`src/rtl/shift_sequencer.sv`:
```
// shift_sequencer: multi-cycle shifter, one single-bit step per clock.
//
// Accepts an operand, shift code and step count in IDLE, then applies one
// single-bit step per rising edge until the count is exhausted. It signals
// completion with a one-cycle done pulse.
//
// Ports
//   clk     in   clock, rising edge
//   reset   in   asynchronous reset, active low
//   start   in   begin an operation (sampled only in IDLE)
//   op      in   00 pass, 01 shl1, 10 lsr1, 11 asr1
//   amount  in   number of single-bit steps
//   din     in   operand, captured on the accepting edge
//   dout    out  accumulator (result while done, held in IDLE)
//   busy    out  state != IDLE
//   done    out  one-cycle completion pulse (state == DONE)
module shift_sequencer #(
  parameter int WIDTH = 16,
  parameter int AMTW  = 4
) (
  input  logic             clk,
  input  logic             reset,
  input  logic             start,
  input  logic [1:0]       op,
  input  logic [AMTW-1:0]  amount,
  input  logic [WIDTH-1:0] din,
  output logic [WIDTH-1:0] dout,
  output logic             busy,
  output logic             done
);

  typedef enum logic [1:0] {
    S_IDLE  = 2'd0,
    S_SHIFT = 2'd1,
    S_DONE  = 2'd2
  } state_t;

  state_t           r_state, w_state_nxt;
  logic [WIDTH-1:0] r_acc;
  logic [AMTW-1:0]  r_cnt;
  logic [1:0]       r_op;
  logic [WIDTH-1:0] w_step;
  logic             w_accept;

  assign w_accept = (r_state == S_IDLE) && start;

  // One single-bit step of the latched shift code.
  always_comb begin
    w_step = r_acc;
    case (r_op)
      2'b01:   w_step = {r_acc[WIDTH-2:0], 1'b0};
      2'b10:   w_step = {1'b0, r_acc[WIDTH-1:1]};
      2'b11:   w_step = {r_acc[WIDTH-1], r_acc[WIDTH-1:1]};
      default: w_step = r_acc;
    endcase
  end

  // Next-state logic. Zero steps or pass-through skips SHIFT entirely.
  always_comb begin
    w_state_nxt = r_state;
    case (r_state)
      S_IDLE: begin
        if (start) begin
          if ((amount == '0) || (op == 2'b00)) w_state_nxt = S_DONE;
          else                                 w_state_nxt = S_SHIFT;
        end
      end
      S_SHIFT: if (r_cnt == AMTW'(1)) w_state_nxt = S_DONE;
      S_DONE:  w_state_nxt = S_IDLE;
      default: w_state_nxt = S_IDLE;
    endcase
  end

  always_ff @(posedge clk or negedge reset) begin
    if (!reset) r_state <= S_IDLE;
    else        r_state <= w_state_nxt;
  end

  always_ff @(posedge clk or negedge reset) begin
    if (!reset) begin
      r_acc <= '0;
      r_cnt <= '0;
      r_op  <= 2'b00;
    end else if (w_accept) begin
      r_acc <= din;
      r_cnt <= amount;
      r_op  <= op;
    end else if ((r_state == S_SHIFT) && (r_cnt != '0)) begin
      // The count guard keeps cnt from wrapping even on a corrupted state.
      r_acc <= w_step;
      r_cnt <= r_cnt - AMTW'(1);
    end
  end

  assign dout = r_acc;
  assign busy = (r_state != S_IDLE);
  assign done = (r_state == S_DONE);

endmodule

```
`config.mk`:
```
export PLATFORM = sky130hd
export DESIGN_NAME = shift_sequencer
export DESIGN_NICKNAME = d
export VERILOG_FILES = /design/src/rtl/shift_sequencer.sv
export SDC_FILE = /design/constraint.sdc
export NUM_CORES = 1
export LEC_CHECK = 0
export ABC_AREA = 1
export BUFFER_PORTS_ARGS = -buffer_cell sky130_fd_sc_hd__buf_2
export CAP_MARGIN = 10
export CORE_ASPECT_RATIO = 1.1
export CORE_MARGIN = 1
export CORE_UTILIZATION = 40
export DETAILED_ROUTE_END_ITERATION = 12
export GPL_ROUTABILITY_DRIVEN = 1
export PLACE_DENSITY = 0.69
export SLEW_MARGIN = 20
export SYNTH_ARGS = -nofsm -noshare
export SYNTH_HDL_FRONTEND = slang
export SYNTH_SLANG_ARGS = --single-unit
```
`constraint.sdc`:
```
create_clock -name clk -period 1.67 [get_ports clk]
set_input_delay 0.334 -clock clk [delete_from_list [all_inputs] [get_ports clk]]
set_output_delay 0.334 -clock clk [all_outputs]
set_load 0.05 [all_outputs]
```
==> run metrics <==
CTS clk-pin slew, worst paths=90 ps; status=completed; hpwl dp=2580 um; fin crit share=0.890; sequential fraction of the synthesis area=0.373; nature of the critical path endpoint=flip-flop; ANT nets after route=0; VDD IR max=943 uV; post-synthesis mux area share=0; Synth Cell Area=0.00161 mm^2; f_max=673 MHz; global route total overflow=0; Setup WS pre-CTS=177 ps; port bufs=42; Post-Syn Nets=269; Initial Util=0.430; RSZ-0062 raised after global routing=no; Layout area overhead=18.0%; Synth top area share=0.373; Worst-Margin Slew=528 ps; Detail Route met3 WL=152 um; Yosys top cell by area=dfrtp_1; die width=62.5 um; drt first pass iters=4; simple-gate share of the synthesized area=0.480; Worst EP arrival=1640 ps; vias per cell=4.69; R2R cell count=8; Rows=23; io pins=43; Post-Place Cells=327; worst min-delay path class=in -> async; crit path kind=reg -> reg; Power Density=2220 mW/mm^2; RD Place Congestion=0.883; Die H=68.5 um; clk root buf=clkbuf_8; Inserted Clock Buffers=3; async set or reset register ratio after synthesis=1.00; skew final=6.68 ps; via count=1,554; Synth Area in Compound Gates=0.0264; top cells by count, synth=nand2_1, nand3_1, dfrtp_1, inv_1, nand2_2; post-synth cell types=22; first-pass GRT wire length=5750 um; max cap viols=0; largest net degree at the start of global routing=25; Worst-Skew Late Latency=270 ps; # diodes=0; Highest Signal Layer=met4; Tot Pwr=0.00422 W; WL met2=1620 um; flop and latch count out of synthesis=24; dominant synthesized flop cell=dfrtp_1; Slew HR=0.648; drt drc=0; clock tree from TritonCTS=yes; Startpoint Class=flip-flop; total track usage=0.173; share of post-route cells with drive strength above 1=0.238; PnR worst setup slack=184 ps; Slew Limit Fails=0; setup TNS=0 ps; synthesized instance count=242; final setup fails=0; vias in the first global route=1,262; P_leak=1.15 nW; full die area=0.00428 mm^2; Core ar.=0.00374 mm^2; syn_area_per_cell=6.65 um^2; nets=309; Initial DRC Count=45; Sink Count=24; Met1 Wirelength=1790 um; final hold vios=0; clk buf depth=2; number of synthesized flops with an enable pin=0; WL per Instance=10.9 um; Synth Area in Adders=0.0155; crit path time final=1490 ps; number of synthesis warnings=0; top-count cell post-synth=nand2_1; initial antenna violation count=0; Post-Synth XOR/XNOR Area=0.00544; H-Tree Depth=1; synth top area cells=dfrtp_1, nand2_1, nand3_1, inv_1, nand2_2; combinational family with the most area after synthesis=simple AND/OR/NAND/NOR gates; Total Wirelength=3610 um; fin cells=331; WP data required=1830 ps; worst-path maximum fanout=22
-- logic make-up (layout without fill, tap and decap cells) --
group / after synthesis / in the layout
adders and majority gates: 2 / 2
buffers and inverters: 29 / 68
xor gates and xnor gates: 1 / 1
AOI/OAI and AO/OA: 8 / 8
DFF: 24 / 24
and+or+nand+nor: 178 / 178
-- flip-flops by register name, indices dropped and copies added (netlist names) --
| name | cells |
|---|---|
| dout | 16 |
| r_cnt | 4 |
| r_state | 2 |
| r_op | 2 |
-- metal layers --
metal	global-route usage	vias up
met5	0	-
met4	0.0727	0
met3	0.0280	6
met2	0.283	37
met1	0.231	688
li1	-	823
-- report_power, final --
part | switching, W | internal (W) | total, W
logic | 0.00190 | 0.000754 | 0.00266
registers | 0.000221 | 0.000837 | 0.00106
clock network | 0.000185 | 0.000320 | 0.000505
total | 0.00231 | 0.00191 | 0.00422
-- cell type report --
type                            instances  area (um^2)
Fill cell                             404         1840
Tap cell                               50         62.6
Inverter                               18         67.6
Sequential cell                        24          601
Timing Repair Buffer                   46          240
Clock buffer                            3         41.3
Multi-Input combinational cell        189          858
Clock inverter                          1         30.0
-- worst max-delay path, cell delays in order, from the launching register on --
cell and delay [ps]:
dfrtp_1 360, inv_1 90, ha_1 230, nand3_1 100, nand2_2 100, nand2_4 230
nand2_8 140, nand2_1 90, nand2_1 50
-- per-stage QoR --
| stage | util | hold slack (ps) | area (um^2) |
|---|---|---|---|
| finish | 0.508 | 32.8 | 1900 |
| global route | 0.508 | 76.3 | 1900 |
| CTS | 0.506 | 52.3 | 1890 |
| detailed placement | 0.487 | 343 | 1820 |
| global placement | 0.487 | 346 | 1820 |
| floorplan | - | 38.4 | 1610 |
-- final timing paths --
path	startpoint	slack [ps]	to
max in group asynchronous	reset	1280	r_cnt[1]
worst max-delay path	r_cnt[0]	180	dout[1]
worst min register to register	r_op[0]	520	r_op[0]
worst max register to register	r_cnt[0]	180	dout[1]
worst min-delay path	reset	30	dout[11]
min in group clk	amount[3]	330	r_cnt[3]
-- timing repair --
item,4_1_cts,5_1_grt
hold buffers,0,0
hold endpoints to repair,0,0
setup buffers,0,0
resized for setup,0,1
setup endpoints to repair,0,1
-- layout by cell type, fill, tap and decap left out --
cell type / instances
ha_1: 2
bufinv_16: 1
nand3_1: 28
nand2_8: 1
dfrtp_1: 24
nor2_1: 3
o21ai_0: 5
xnor2_1: 1
nand3_4: 1
inv_1: 16
nand3_2: 1
clkbuf_8: 3
nand2_2: 9
buf_2: 42
nand2_1: 131
o211ai_1: 1
buf_4: 4
nor2_4: 1
nor2_2: 1
nand2_4: 1
o21ai_1: 2
inv_2: 2
nand4_1: 1
Note: power is estimated with default switching activity, not from simulation.
